`src/rtl/cpu_pkg.sv`:
```
// cpu_pkg: shared widths, opcode field position and fetch FSM states
package cpu_pkg;
  localparam int INS_W   = 32;
  localparam int ADDR_W  = 64;
  localparam int OPC_W   = 11;
  localparam int OPC_MSB = 31;
  localparam int OPC_LSB = 21;
  localparam int CNT_W   = 3;
  typedef enum logic [1:0] {IDLE, RUN, FLUSH} fetch_state_t;
endpackage

```
`src/rtl/fetch_fifo.sv`:
```
// fetch_fifo: synchronous FIFO with clear, full/empty flags and occupancy count
module fetch_fifo #(
  parameter int W = 8,
  parameter int D = 2,
  localparam int CW = $clog2(D + 1)
) (
  input  logic          clk,
  input  logic          rst,
  input  logic          i_clr,
  input  logic          i_push,
  input  logic          i_pop,
  input  logic [W-1:0]  i_din,
  output logic [W-1:0]  o_dout,
  output logic          o_full,
  output logic          o_empty,
  output logic [CW-1:0] o_count
);
  localparam int AW = (D > 1) ? $clog2(D) : 1;
  logic [W-1:0]  r_mem [D];
  logic [AW-1:0] r_rd, r_wr;
  logic [CW-1:0] r_cnt;
  logic          w_push, w_pop;
  function automatic logic [AW-1:0] inc(input logic [AW-1:0] p);
    return (p == AW'(D - 1)) ? '0 : p + 1'b1;
  endfunction
  assign w_push  = i_push & ~o_full;
  assign w_pop   = i_pop & ~o_empty;
  assign o_dout  = r_mem[r_rd];
  assign o_full  = r_cnt == CW'(D);
  assign o_empty = r_cnt == '0;
  assign o_count = r_cnt;
  // pointers and count; clear drops every entry at once
  always_ff @(posedge clk or posedge rst)
    if (rst) begin
      r_rd  <= '0;
      r_wr  <= '0;
      r_cnt <= '0;
    end else if (i_clr) begin
      r_rd  <= '0;
      r_wr  <= '0;
      r_cnt <= '0;
    end else begin
      if (w_push) r_wr <= inc(r_wr);
      if (w_pop) r_rd <= inc(r_rd);
      r_cnt <= r_cnt + CW'(w_push) - CW'(w_pop);
    end
  // storage needs no reset: the count gates every read
  always_ff @(posedge clk)
    if (w_push && !i_clr) r_mem[r_wr] <= i_din;
endmodule

```
`src/rtl/fetch_unit.sv`:
```
// fetch_unit: credit-based instruction fetch with in-order tags, decode buffer and redirect flush
module fetch_unit
  import cpu_pkg::*;
#(
  parameter logic [63:0] RESET_PC  = 64'h0,
  parameter int          BUF_DEPTH = 2
) (
  input  logic              clk,
  input  logic              rst,
  output logic              imem_req_valid,
  input  logic              imem_req_ready,
  output logic [ADDR_W-1:0] imem_req_addr,
  input  logic              imem_rsp_valid,
  input  logic [INS_W-1:0]  imem_rsp_data,
  output logic              ins_valid,
  input  logic              ins_ready,
  output logic [INS_W-1:0]  ins_word,
  output logic [ADDR_W-1:0] ins_pc,
  output logic [OPC_W-1:0]  opcode,
  input  logic              redirect_valid,
  input  logic [ADDR_W-1:0] redirect_pc
);
  localparam int CW = $clog2(BUF_DEPTH + 1);
  localparam int BW = ADDR_W + INS_W;
  fetch_state_t      r_state, w_state_nx;
  logic [ADDR_W-1:0] r_pc;
  logic [CNT_W-1:0]  r_out, r_drop, w_out_nx;
  logic              w_req_fire, w_ins_fire, w_redir, w_push;
  logic [ADDR_W-1:0] w_tag_pc;
  logic              w_tag_full, w_tag_empty, w_buf_full, w_buf_empty;
  logic [CW-1:0]     w_tag_cnt, w_buf_cnt;
  logic [BW-1:0]     w_head;
  assign w_req_fire = imem_req_valid & imem_req_ready;
  assign w_ins_fire = ins_valid & ins_ready;
  assign w_redir    = redirect_valid & (r_state != IDLE);
  assign w_out_nx   = r_out + CNT_W'(w_req_fire) - CNT_W'(imem_rsp_valid);
  assign w_push     = imem_rsp_valid & (r_state == RUN) & ~redirect_valid;
  // state register
  always_ff @(posedge clk or posedge rst)
    if (rst) r_state <= IDLE;
    else r_state <= w_state_nx;
  // next state: a redirect with nothing left in flight skips FLUSH
  always_comb
    w_state_nx = (r_state == IDLE) ? RUN :
                 w_redir ? ((w_out_nx == '0) ? RUN : FLUSH) :
                 (r_state == FLUSH && imem_rsp_valid && r_drop == CNT_W'(1)) ? RUN : r_state;
  // request only while every possible response still has a buffer slot
  always_comb
    imem_req_valid = (r_state == RUN) && ((4'(r_out) + 4'(w_buf_cnt)) < 4'(BUF_DEPTH));
  // pc, in-flight count and stale-response count
  always_ff @(posedge clk or posedge rst)
    if (rst) begin
      r_pc   <= RESET_PC;
      r_out  <= '0;
      r_drop <= '0;
    end else begin
      r_out <= w_out_nx;
      if (redirect_valid) r_pc <= redirect_pc & ~64'h3;
      else if (w_req_fire) r_pc <= r_pc + 64'd4;
      if (w_redir) r_drop <= w_out_nx;
      else if (r_state == FLUSH && imem_rsp_valid) r_drop <= r_drop - 1'b1;
    end
  fetch_fifo #(.W(ADDR_W), .D(BUF_DEPTH)) u_tag (
    .clk     (clk),
    .rst     (rst),
    .i_clr   (1'b0),
    .i_push  (w_req_fire),
    .i_pop   (imem_rsp_valid),
    .i_din   (r_pc),
    .o_dout  (w_tag_pc),
    .o_full  (w_tag_full),
    .o_empty (w_tag_empty),
    .o_count (w_tag_cnt)
  );
  fetch_fifo #(.W(BW), .D(BUF_DEPTH)) u_buf (
    .clk     (clk),
    .rst     (rst),
    .i_clr   (w_redir),
    .i_push  (w_push),
    .i_pop   (w_ins_fire),
    .i_din   ({w_tag_pc, imem_rsp_data}),
    .o_dout  (w_head),
    .o_full  (w_buf_full),
    .o_empty (w_buf_empty),
    .o_count (w_buf_cnt)
  );
  assign imem_req_addr = r_pc;
  assign ins_valid     = ~w_buf_empty;
  assign ins_word      = ins_valid ? w_head[INS_W-1:0] : '0;
  assign ins_pc        = ins_valid ? w_head[BW-1:INS_W] : '0;
  assign opcode        = ins_valid ? w_head[OPC_MSB:OPC_LSB] : '0;
  a_rsp_orphan: assert property (@(posedge clk) disable iff (rst) imem_rsp_valid |-> r_out != '0);
  a_tag_sync: assert property (@(posedge clk) disable iff (rst)
    (32'(w_tag_cnt) == 32'(r_out)) && (w_tag_empty == (r_out == '0)) && !(w_tag_full && w_req_fire));
  a_buf_room: assert property (@(posedge clk) disable iff (rst) !(w_buf_full && w_push && !w_ins_fire));
endmodule

```
`config.mk`:
```
export PLATFORM = sky130hd
export DESIGN_NAME = fetch_unit
export DESIGN_NICKNAME = d
export VERILOG_FILES = /design/src/rtl/cpu_pkg.sv /design/src/rtl/fetch_fifo.sv /design/src/rtl/fetch_unit.sv
export SDC_FILE = /design/constraint.sdc
export NUM_CORES = 1
export LEC_CHECK = 0
export ABC_AREA = 1
export CORE_MARGIN = 8
export CORE_UTILIZATION = 46
export CTS_CLUSTER_DIAMETER = 100
export CTS_CLUSTER_SIZE = 28
export DETAILED_ROUTE_END_ITERATION = 16
export PLACE_DENSITY_LB_ADDON = 0.25
export SLEW_MARGIN = 20
export SYNTH_ARGS = -nofsm -noshare
export SYNTH_HDL_FRONTEND = slang
export SYNTH_SLANG_ARGS = --single-unit
```
`constraint.sdc`:
```
create_clock -name clk -period 6.9 [get_ports clk]
set_input_delay 1.725 -clock clk [delete_from_list [all_inputs] [get_ports clk]]
set_output_delay 1.725 -clock clk [all_outputs]
set_load 0.02 [all_outputs]
```
### Word-level counts from Yosys, hierarchy flattened

Memories as Yosys holds them, arrays and structs flattened.
Cells that the tools add are included.

| word-level totals | value |
|---|---|
| word-level logic and storage cells | 84 |
| memories | 2 |
| bits in writable memories | 320 |
| input port bits | 102 |
| output and inout bits | 173 |
| flip-flop bits (word level) | 80 |

Memory list:

| memory | words | width | read ports | clocked after Yosys merged registers in | wr ports | line | source |
|---|---|---|---|---|---|---|---|
| u_buf.r_mem | 2 | 96 | 1 | 0 | 1 | fetch_fifo.sv:19 | `logic [W-1:0] r_mem [D];` |
| u_tag.r_mem | 2 | 64 | 1 | 0 | 1 | fetch_fifo.sv:19 |  |

| cells by class | value |
|---|---|
| multiplexer cells | 24 |
| $add $sub $neg | 13 |
| bitwise gates (word level) | 14 |
| reduce and logical (&&, ||, !) cells | 15 |
| eq/ne operators | 5 |
| $lt $le $gt $ge | 1 |

Operators by type and width:

| kind | count |
|---|---|
| 64-bit 2-to-1 mux | 3 |
| 64-bit by 3-bit adder with 64-bit output, second input constant | 1 |
| 32-bit 2-to-1 mux | 1 |
| 1-bit 2-to-1 mux | 12 |
| 11-bit 2-to-1 mux | 1 |
| 2-bit 2-to-1 mux | 5 |
| 2-bit nonzero test | 5 |
| 1-bit bitwise AND | 9 |
| 2-bit == test, second input constant | 3 |
| 2-bit zero test | 3 |
| 3-bit 2-to-1 mux | 2 |
| 1-bit NOT | 5 |
| 1-bit adder, second input constant | 4 |
| 2-bit by 1-bit adder with 2-bit output | 2 |
| 3-bit by 2-bit adder with 4-bit output | 1 |
| 1-bit logical AND | 4 |
| 4-bit by 2-bit < comparator with 1-bit output, second input constant | 1 |
| 2-bit by 1-bit subtractor with 2-bit output | 2 |
| 3-bit by 1-bit adder with 3-bit output | 1 |
| 3-bit by 1-bit == test with 1-bit output, second input constant | 1 |
| 3-bit zero test | 1 |
| 3-bit nonzero test | 1 |
| 3-bit by 1-bit subtractor with 3-bit output | 1 |
| 3-bit by 1-bit subtractor with 3-bit output, second input constant | 1 |
| 2 further kinds | 2 |

### Logic depth before layout (Yosys ltp)

Gate-level depths: netlist of the first run.

| depth | value |
|---|---|
| depth in word-level cells | 10 |
| mapped depth | 19 |
| mapped depth without buffers | 18 |

### By module

Synthesis of the first run repeated with hierarchy kept, for this count alone.

| unflattened totals | value |
|---|---|
| cells, all modules | 1996 |
| area total of the unflattened synthesis | 18401.4 µm² |

Modules (own cells, without submodules):

| module | area each (µm²) | sequential area each (µm²) | instances | cells each |
|---|---|---|---|---|
| fetch_fifo (u_buf) | 7235.7 | 5865.6 | 1 | 539 |
| fetch_unit | 6223.5 | 1751.7 | 1 | 1085 |
| fetch_fifo (u_tag) | 4942.2 | 3943.8 | 1 | 372 |

### Worst setup path before layout of the first run

OpenSTA, ideal clock, no wires.

| path | value |
|---|---|
| path type | input to register |
| start | input imem_rsp_valid |
| end | memory u_buf.r_mem[1][0] in the netlist's numbering, enable pin |
| buffers on the path | 0 |
| arrival | 6.015 ns |
| stages | 4 |
| path slack | 0.336 ns |
| library setup time | 0.549 ns |
| required time | 6.351 ns |
| cells stage by stage | inv_1 nor3_1 o21ai_0 nor2_1 |

| between the ends | value |
|---|---|
| longest elaborated chain between the ends | 6 |

Ends and longest elaborated chain:

| item | line | source |
|---|---|---|
| from (decl) | fetch_unit.sv:13 | `input logic imem_rsp_valid,` |
| 1-bit bitwise AND (2 in series) | fetch_unit.sv:37 | `assign w_push = imem_rsp_valid & (r_state == RUN) & ~redirect_valid;` |
| 1-bit bitwise AND | fetch_fifo.sv:26 | `assign w_push = i_push & ~o_full;` |
| 1-bit logical AND | fetch_fifo.sv:49 | `if (w_push && !i_clr) r_mem[r_wr] <= i_din;` |
| 1-bit 2-to-1 mux | fetch_fifo.sv:49 |  |
| 1-bit 2-to-1 mux (not written as such) | fetch_fifo.sv:49 |  |
| to (decl) | fetch_fifo.sv:19 |  |

Every way passes these cells.

### Worst setup path after layout of the first run

| path | value |
|---|---|
| start | register u_buf.r_rd |
| end | output ins_pc[21] |

| between the ends | value |
|---|---|
| longest elaborated chain between the ends | 2 |

Ends and longest elaborated chain:

| item | line | source |
|---|---|---|
| from (decl) | fetch_fifo.sv:20 | `logic [AW-1:0] r_rd, r_wr;` |
| from (signal assigned) | fetch_fifo.sv:44 | `if (w_pop) r_rd <= inc(r_rd);` |
| memory 2 x 96 bit | n/a |  |
| 64-bit 2-to-1 mux | fetch_unit.sv:90 | `assign ins_pc = ins_valid ? w_head[BW-1:INS_W] : '0;` |
| to (decl) | fetch_unit.sv:18 | `output logic [ADDR_W-1:0] ins_pc,` |

Every way passes these cells.

==> flow_summary_export.csv, run 1 <==
group,metric,value,unit
logic_synthesis,synth_edf_count,312,
layout,nNetsFinal,2142,
floorplanning,start_util,0.465,
logic_synthesis,synth_top_family_by_area,"simple AND/OR/NAND/NOR gates",
layout,syn_to_final_growth,21.0,%
logic_synthesis,ys_ff_latch,390,
detailed_routing,first_pass_iters,5,
clock_network,cts_resized,0,
timing,finalHoldViolations,0,
flow_run,maxCapViolCount,0,
logic_synthesis,synth-compound-area-share,0.0461,
detailed_routing,wire_per_inst,19.1,um
timing,finalSetupTns,0,ns
critical_path,critical_path.slowest_cell,"clkdlybuf4s50_1",
logic_synthesis,synth_area,0.0174,mm2
timing,fin_crit_sh,0.722,
critical_path,rr_worst_depth,9,
critical_path,crit_path_start_kind,"register",
detailed_routing,avgViaCountPerCell,5.06,
clock_network,htreeDepth,1,
timing,maxSlewViolCount,0,
critical_path,cp.arrival,3.26,ns
detailed_routing,ant_nets,0,
timing,worst_slew_pin_slew,0.988,ns
logic_synthesis,ys_async_sr_fraction,0.200,
logic_synthesis,synth_fa_ha_area_frac,0.00948,
detailed_routing,vias,12915,
timing,fmax,201,MHz
layout,drive_gt1_frac,0.0294,
logic_synthesis,synth_cell_types,33,
layout,n_fill_cell,3300,
critical_path,crit_path_end_kind,"output pin",
detailed_routing,first_iter_violations,965,
critical_path,critPathBufInv,3,
critical_path,crit_cells,5,
clock_network,hold_buffers,0,
global_route,grt.overflow.total,0,
timing,skew,0.0233,ns
logic_synthesis,synth-main-ff-cell,"edfxtp_1",
clock_network,cts_buffer_depth,3,
clock_network,cts.sinks,390,
floorplanning,io_pins,275,
clock_network,post_cts_buffers,0,
critical_path,cp_max_fo,57,
logic_synthesis,post-synth-top-area-cell,"edfxtp_1",
clock_network,cts_tree,"built",
layout,multi_input_area,0.00525,mm2
detailed_routing,drc_errors,0,
worst_hold_path,hold_depth,2,
global_route,grt_use_total,0.214,
status,outcome,"completed",
logic_synthesis,seq_area_frac_synth,0.650,
timing,slew_headroom,0.341,
logic_synthesis,synth-xor-area-share,0.0146,
detailed_routing,wl,48700,um
logic_synthesis,synthTopCellsByCount,"741 x nand2_1, 312 x edfxtp_1, 135 x inv_1",
logic_synthesis,syn_inst,1801,
timing,finalCriticalPeriod,4.98,ns
critical_path,critPathTopFamily,"buffers and inverters",
logic_synthesis,synth.avg_cell_area,9.68,um2
clock_network,root_buffer,"clkbuf_16",
logic_synthesis,yosysWarnings,0,
clock_network,path_clk_slew,0.11,ns
critical_path,cp_cell_sequence,"clkinv_2 > buf_4 > nand2_1 > a21oi_1 > clkdlybuf4s50_1",
logic_synthesis,synthSimpleGateAreaFrac,0.228,
floorplanning,coreArea,0.0375,mm2
floorplanning,die-area,0.0444,mm2
floorplanning,num_rows,71,
global_route,antenna_found_initial,2,
layout,regArea,0.0113,mm2
critical_path,slowest_delay,0.66,ns
floorplanning,fp.dieH,211,um
clock_network,cts_buffers,17,
logic_synthesis,yosysMostFrequentCell,"nand2_1",
clock_network,clk_latency,0.54,ns
pwr,powerDensity,338,mW/mm2
worst_hold_path,hold_path.class,"register to register",
placement,numPortBuffers,268,
pwr,irDropWorstVdd,0.000193,V
global_route,grt_first_pass_wirelength,73800,um
timing,finalWorstSetupSlack,1.92,ns
placement,pre_cts_ws,2.26,ns
critical_path,crit_type,"register to output pin",
logic_synthesis,synthTopCellsByArea,"edfxtp_1 54%, nand2_1 16%, dfrtp_1 11%",
floorplanning,die_w,211,um
timing,setup_viol,0,
placement,place_congestion,0.919,
timing,grt_setup_unrepaired,"no",
pwr,leakage,8.30,nW
critical_path,worstPathRequired,5.18,ns
global_route,grt_pass1_vias,12331,
logic_synthesis,synth_top_area_frac,0.538,
global_route,grt_start_max_net_pins,63,
placement,dp_hpwl,34200,um
logic_synthesis,synthMuxAreaShare,0,
-- cells by family (layout without fill, tap and decap cells) --
family,Yosys count,after routing
flops,390,390
xor+xnor,29,29
fa+ha+maj,12,12
buf+inv,218,453
other cells,1,6
compound gates,150,150
simple gates,1001,1001
-- power breakdown --
group          switching (mW)  total, mW  internal, mW
sequential              0.265       3.22          2.95
combinational            1.72       2.73          1.01
clock                   0.691       1.18         0.486
-- sequential cells by signal, indices dropped and copies added, names as in the netlist --
register       count
u_buf.r_wr         1
r_state            2
u_tag.r_rd         1
imem_req_addr     62
r_out              3
u_tag.r_mem      124
u_buf.r_mem      188
u_tag.o_count      2
u_tag.r_wr         1
u_buf.r_rd         1
u_buf.o_count      2
r_drop             3
-- layout make-up --
class / instances / share of cell area
Antenna cell: 2 / 0.000237
Multi-Input combinational cell: 1196 / 0.249
Clock inverter: 1 / 0.000415
Sequential cell: 390 / 0.537
Tap cell: 511 / 0.0303
Clock buffer: 29 / 0.0228
Timing Repair Buffer: 284 / 0.135
Inverter: 139 / 0.0249
-- tightest hold or removal path: cells and delay by family (launching register included) --
kind             cells  cell delay, ns
DFF                  1            0.34
and+or+nand+nor      2            0.11
-- per-stage QoR --
stage                     instances  utilization  power [mW]  hold slack (ns)  instance area (um2)
after global placement         2518        0.548        5.95            0.507                20500
final                          2552        0.563        7.12            0.539                21100
after global routing           2552        0.563        7.52            0.564                21100
after floorplan                1804            -        4.79            0.494                17400
after detailed placement       2520        0.549        6.03            0.516                20600
after CTS                      2550        0.562        7.20            0.532                21100
-- cells in the final DEF, fill, tap and decap left out, types with 2 or more instances in the layout --
cell type	n
a21oi_1	96
buf_12	3
buf_4	12
clkbuf_1	11
clkbuf_16	17
clkdlybuf4s50_1	267
conb_1	4
dfrtp_1	76
diode_2	2
edfxtp_1	312
fa_1	2
ha_1	10
inv_1	134
inv_2	3
nand2_1	741
nand3_1	113
nand4_1	5
nor2_1	125
nor2_2	3
nor2_4	8
o211ai_1	2
o21ai_0	33
o21bai_1	15
or2_2	2
xnor2_1	14
xor2_1	15
-- layer usage --
metal  vias up  wire length [um]  GRT usage  part of all wire
li1       6302                 -          -                 -
met1      6134             21000      0.292              0.43
met2       419             23300      0.359              0.48
met3        60              3280     0.0306             0.067
met4         0              1040     0.0516             0.021
met5         -                 0          0                 0
-- path summary, 6_finish.rpt --
path	start	to	slack (ns)
setup / recovery	u_buf.r_rd	ins_pc[21]	1.92
hold / removal	u_tag.r_mem[0][32]	u_buf.r_mem[1][64]	0.54
setup reg to reg	u_buf.o_count[0]	u_tag.r_mem[1][36]	3.23
hold reg to reg	u_tag.r_mem[0][32]	u_buf.r_mem[1][64]	0.54
max in group asynchronous	rst	u_buf.r_rd	4.05
min in group asynchronous	rst	r_out[0]	1.67
No activity file was read; power rests on OpenSTA's default activity.
==> run 2, diff against run 1 <==
Clock period 6.9 ns to 4.3 ns, I/O delays scaled along.
==> run 2 against run 1 <==
Effect of this change:
- cell count grew 0.31%
- global-route usage grew 0.48 points
- combinational power grew 62%
- register-to-register slack lost 2.0 ns
- die area is the same
- via count grew 0.50%
- clock-buffer cell count grew 1
- non-clock buffer count grew 8
- critical path depth is the same
- setup slack lost 1.4 ns
- highest routed layer unchanged
==> flow_summary_export.csv, run 2 (synthesis gave the netlist of run 1 again) <==
group,metric,value,unit
status,outcome,"completed",
placement,numPortBuffers,268,
layout,layout_commonest_cell,"nand2_1",
pwr,share_seq_of_total_power,0.445,
layout,max_flop_register,"u_buf.r_mem",
layout,regArea,0.0113,mm2
placement,place_area,0.0207,mm2
critical_path,crit_path_end_kind,"output pin",
pwr,swShare,0.376,
critical_path,cp_cell_sequence,"clkinv_2 > buf_12 > nand2_1 > a21oi_1 > clkdlybuf4s50_1",
layout,n_fill_cell,3276,
timing,setup_viol,0,
layout,layout_common_cells,"741 x nand2_1, 312 x edfxtp_1, 267 x clkdlybuf4s50_1, 134 x inv_1, 125 x nor2_1",
clock_network,cts_buffer_depth,3,
critical_path,r2r-start,"u_buf.o_count[0]",
critical_path,crit_cells,5,
floorplanning,die_w,211,um
layout,syn_to_final_growth,22.2,%
critical_path,rrSetupSlack,1.20,ns
clock_network,cts_resized,0,
placement,place_inst,2528,
critical_path,cp.arrival,2.75,ns
placement,pre_cts_ws,0.853,ns
floorplanning,fp.dieH,211,um
layout,layout.cells.non_filler,2560,
global_route,antenna_found_initial,0,
detailed_routing,wire_per_inst,19.4,um
detailed_routing,first_iter_violations,928,
pwr,leakage,8.39,nW
critical_path,critPathBufInv,3,
critical_path,slowest_delay,0.66,ns
detailed_routing,first_pass_iters,5,
timing,finalSetupTns,0,ns
clock_network,cts.sinks,390,
layout,final_cell_area,0.0213,mm2
floorplanning,start_util,0.465,
global_route,grt_pass1_vias,12664,
critical_path,critPathTopFamily,"buffers and inverters",
floorplanning,coreArea,0.0375,mm2
worst_hold_path,hold_path.class,"register to register",
clock_network,hold_buffers,0,
layout,diodes,0,
floorplanning,die-area,0.0444,mm2
floorplanning,io_pins,275,
clock_network,cts_buffers,18,
global_route,grt.overflow.total,0,
timing,hold_slack,0.539,ns
clock_network,root_buffer,"clkbuf_16",
critical_path,rr_worst_depth,14,
placement,place_congestion,0.923,
critical_path,worstPathRequired,3.22,ns
timing,finalWorstSetupSlack,0.472,ns
detailed_routing,drc_errors,0,
placement,dp_hpwl,34400,um
layout,multi_input_area,0.00525,mm2
timing,fmax,261,MHz
critical_path,crit_start,"u_buf.r_rd",
pwr,p_comb_frac,0.380,
layout,largest_register_ffs,188,
timing,finalCriticalPeriod,3.83,ns
global_route,grt_use_total,0.219,
floorplanning,num_rows,71,
timing,finalHoldViolations,0,
detailed_routing,ant_nets,0,
layout,drive_gt1_frac,0.0342,
clock_network,cts_tree,"built",
timing,worst_slew_pin_slew,0.733,ns
pwr,powerDensity,545,mW/mm2
global_route,grt_start_max_net_pins,96,
pwr,p_clk_frac,0.175,
timing,fin_crit_sh,0.890,
clock_network,htreeDepth,1,
clock_network,clk_latency,0.55,ns
detailed_routing,vias,12979,
critical_path,crit_type,"register to output pin",
critical_path,critical_path.slowest_cell,"clkdlybuf4s50_1",
critical_path,cp_max_fo,36,
pwr,p_int,7.24,mW
timing,skew,0.0409,ns
layout,nNetsFinal,2151,
critical_path,timing.rr.end,"r_state[1]",
timing,maxSlewViolCount,0,
detailed_routing,avgViaCountPerCell,5.07,
clock_network,path_clk_slew,0.11,ns
flow_run,maxCapViolCount,0,
global_route,grt_first_pass_wirelength,75300,um
timing,grt_setup_unrepaired,"no",
critical_path,endpoint,"ins_word[27]",
pwr,switchingPower,4.36,mW
clock_network,post_cts_buffers,0,
detailed_routing,wl,49600,um
critical_path,crit_path_start_kind,"register",
timing,slew_headroom,0.510,
pwr,irDropWorstVdd,0.000336,V
[run 2: cell types whose count changed in the layout (fill, tap and decap cells not counted), sizes merged]
cell,change
inv,-1
clkbuf,+1
buf,+8
diode,-2
clkinv,+2
[run 2: how the worst min path moves through the flow]
stage	start	depth (start not counted)	to
after floorplan	r_state[0]	2	r_state[0]
after CTS	u_tag.r_mem[0][23]	2	u_buf.r_mem[1][55]
final	u_tag.r_mem[1][8]	2	u_buf.r_mem[1][40]
after detailed placement	u_tag.r_mem[0][40]	2	u_buf.r_mem[0][72]
after global placement	u_tag.r_mem[0][17]	2	u_buf.r_mem[0][49]
after global routing	u_tag.r_mem[0][23]	2	u_buf.r_mem[0][55]
[run 2: cell type report]
| type | instances | area share |
|---|---|---|
| clock inverters | 2 | 0.00182 |
| repair buffers | 292 | 0.141 |
| inverters | 139 | 0.0246 |
| multi-input cells | 1196 | 0.247 |
| clock buffers | 30 | 0.0243 |
| flip-flops and latches | 390 | 0.532 |
| well taps | 511 | 0.0300 |
[run 2: worst reg2reg max path: stages, from the launching register on]
cell,delay [ns]
dfrtp_1,0.47
nand2_1,0.09
inv_1,0.05
fa_1,0.49
nor3_4,0.26
nand3_4,0.09
ha_1,0.28
inv_1,0.06
ha_1,0.13
inv_1,0.04
fa_1,0.37
xnor2_1,0.14
xnor2_1,0.16
o21ai_0,0.21
o21ai_0,0.12
[run 2: layer usage]
metal / track usage / routed length, um / up-vias
met5: 0 / 0 / -
met4: 0.0461 / 842 / 0
met3: 0.0264 / 3100 / 47
met2: 0.373 / 24000 / 405
met1: 0.299 / 21700 / 6207
li1: - / - / 6320
[run 2: per-stage QoR]
step | utilization | power [mW]
floorplan | - | 7.68
global placement | 0.553 | 9.63
global route | 0.568 | 12.3
CTS | 0.568 | 11.8
finish | 0.568 | 11.6
detailed placement | 0.553 | 9.72
[run 2: power groups by stage]
stage | combinational, mW | clock (mW) | sequential, mW
2_1_floorplan | 2.46 | 0 | 5.22
3_3_place_gp | 4.39 | 0 | 5.23
3_5_place_dp | 4.47 | 0 | 5.25
4_1_cts | 4.50 | 2.09 | 5.17
5_1_grt | 4.83 | 2.22 | 5.22
6_report | 4.41 | 2.03 | 5.17
==> run 3, diff against run 2 <==
Settings changed: GPL_ROUTABILITY_DRIVEN from default to 0.
==> run 3 against run 2 <==
Effect of this change:
- non-clock buffer count fell by 1
- first-iteration DRC count rose by 23%
- largest power group unchanged
- routed wire length is 3.0% lower
- worst hold slack got worse by 0.0041 ns
- sequential power up 1%
- fmax fell by 1.0%
- sequential cell count is the same
- setup slack worse by 0.039 ns
- utilization down 0.45 points
- sequential share of layout area is 0.42 points higher
- critical endpoint is now opcode[3]
- clock power is 8% lower
- clock-buffer cell count decreased by 2
==> flow_summary_export.csv, run 3 (synthesis gave the netlist of run 1 again) <==
group,metric,value,unit
layout,diodes,0,
floorplanning,die-area,0.0444,mm2
flow_run,maxCapViolCount,0,
critical_path,rr_worst_depth,14,
layout,largest_register_ffs,188,
critical_path,rrSetupSlack,1.09,ns
critical_path,timing.rr.end,"r_state[1]",
clock_network,root_buffer,"clkbuf_16",
pwr,powerDensity,539,mW/mm2
timing,grt_setup_unrepaired,"no",
global_route,grt_first_pass_wirelength,73300,um
clock_network,cts_buffer_depth,3,
clock_network,cts_buffers,17,
floorplanning,start_util,0.465,
worst_hold_path,hold_depth,2,
clock_network,cts_tree,"built",
worst_hold_path,hp-start,"u_tag.r_mem[0][5]",
critical_path,cp.arrival,2.79,ns
pwr,irDropWorstVdd,0.000314,V
global_route,grt_start_max_net_pins,95,
status,outcome,"completed",
timing,fin_crit_sh,0.899,
detailed_routing,vias,13064,
clock_network,cts_resized,0,
critical_path,r2r-start,"u_buf.o_count[0]",
timing,worst_slew_pin_slew,0.841,ns
clock_network,post_cts_buffers,0,
detailed_routing,wl,48100,um
clock_network,htreeDepth,1,
timing,maxSlewViolCount,0,
global_route,antenna_found_initial,0,
clock_network,hold_buffers,0,
detailed_routing,first_iter_violations,1143,
layout,layout_common_cells,"741 x nand2_1, 312 x edfxtp_1, 267 x clkdlybuf4s50_1, 134 x inv_1, 125 x nor2_1",
critical_path,crit_type,"register to output pin",
timing,slew_headroom,0.438,
layout,max_flop_register,"u_buf.r_mem",
global_route,grt_use_total,0.211,
detailed_routing,drc_errors,0,
layout,layout_commonest_cell,"nand2_1",
floorplanning,num_rows,71,
critical_path,crit_path_end_kind,"output pin",
placement,dp_hpwl,33700,um
placement,pre_cts_ws,0.879,ns
detailed_routing,first_pass_iters,6,
critical_path,worstPathRequired,3.22,ns
detailed_routing,avgViaCountPerCell,5.11,
timing,setup_viol,0,
timing,finalWorstSetupSlack,0.433,ns
detailed_routing,wire_per_inst,18.8,um
worst_hold_path,hold_path.class,"register to register",
timing,finalSetupTns,0,ns
timing,fmax,259,MHz
clock_network,path_clk_slew,0.12,ns
timing,finalHoldViolations,0,
worst_hold_path,hold_path_end,"u_buf.r_mem[1][37]",
clock_network,clk_latency,0.53,ns
timing,skew,0.0310,ns
clock_network,cts.sinks,390,
critical_path,cp_max_fo,94,
critical_path,crit_path_start_kind,"register",
detailed_routing,ant_nets,0,
layout,drive_gt1_frac,0.0323,
floorplanning,io_pins,275,
timing,finalCriticalPeriod,3.87,ns
pwr,leakage,8.33,nW
floorplanning,coreArea,0.0375,mm2
placement,numPortBuffers,268,
layout,n_fill_cell,3267,
global_route,grt_pass1_vias,12612,
global_route,grt.overflow.total,0,
layout,syn_to_final_growth,21.3,%
layout,nNetsFinal,2149,
floorplanning,die_w,211,um
floorplanning,fp.dieH,211,um
run 3: layout make-up:
type / count / area (um2) / area share
clock buffers: 28 / 467 / 0.0221
inverters: 139 / 523 / 0.0247
multi-input cells: 1196 / 5250 / 0.248
well taps: 511 / 639 / 0.0303
flip-flops and latches: 390 / 11300 / 0.536
clock inverters: 1 / 3.75 / 0.000178
repair buffers: 291 / 2930 / 0.138
run 3: critical path, cell delays in order (launching register included):
cell and delay, ns:
dfrtp_4 0.68, clkinv_2 0.14, buf_12 0.36, nand2_1 0.10
a21oi_1 0.21, clkdlybuf4s50_1 0.65
run 3: layer usage:
| layer | routed length [um] | track usage | up-vias |
|---|---|---|---|
| li1 | - | - | 6309 |
| met1 | 20600 | 0.286 | 6210 |
| met2 | 22800 | 0.350 | 469 |
| met3 | 3710 | 0.0364 | 76 |
| met4 | 1080 | 0.0524 | 0 |
| met5 | 0 | 0 | - |
run 3: worst max-delay path by stage:
| stage | slack, ns | startpoint | endpoint | cells past startpoint |
|---|---|---|---|---|
| 6_report | 0.43 | u_buf.r_rd | opcode[3] | 5 |
| 5_1_grt | 0.30 | u_buf.r_rd | opcode[9] | 5 |
| 4_1_cts | 0.35 | u_buf.r_rd | ins_pc[10] | 5 |
| 3_5_place_dp | 0.88 | imem_req_ready | r_state[1] | 11 |
| 3_3_place_gp | 0.94 | imem_rsp_valid | u_buf.r_mem[0][0] | 6 |
| 2_1_floorplan | 0.64 | u_buf.o_count[0] | u_tag.r_mem[1][10] | 8 |
run 3: per-stage QoR:
stage | power (mW) | util | std cells | hold WS [ns] | area, um2
final | 11.4 | 0.564 | 2556 | 0.535 | 21100
after global routing | 12.0 | 0.564 | 2556 | 0.561 | 21100
after CTS | 11.5 | 0.564 | 2556 | 0.542 | 21100
after detailed placement | 9.67 | 0.551 | 2527 | 0.519 | 20700
after global placement | 9.56 | 0.551 | 2527 | 0.510 | 20700
after floorplan | 7.68 | - | 1804 | 0.494 | 17500
run 3: power breakdown:
group	switching [mW]	internal, mW	total, mW
clock network	1.10	0.759	1.86
registers	0.496	4.74	5.23
logic	2.70	1.61	4.30
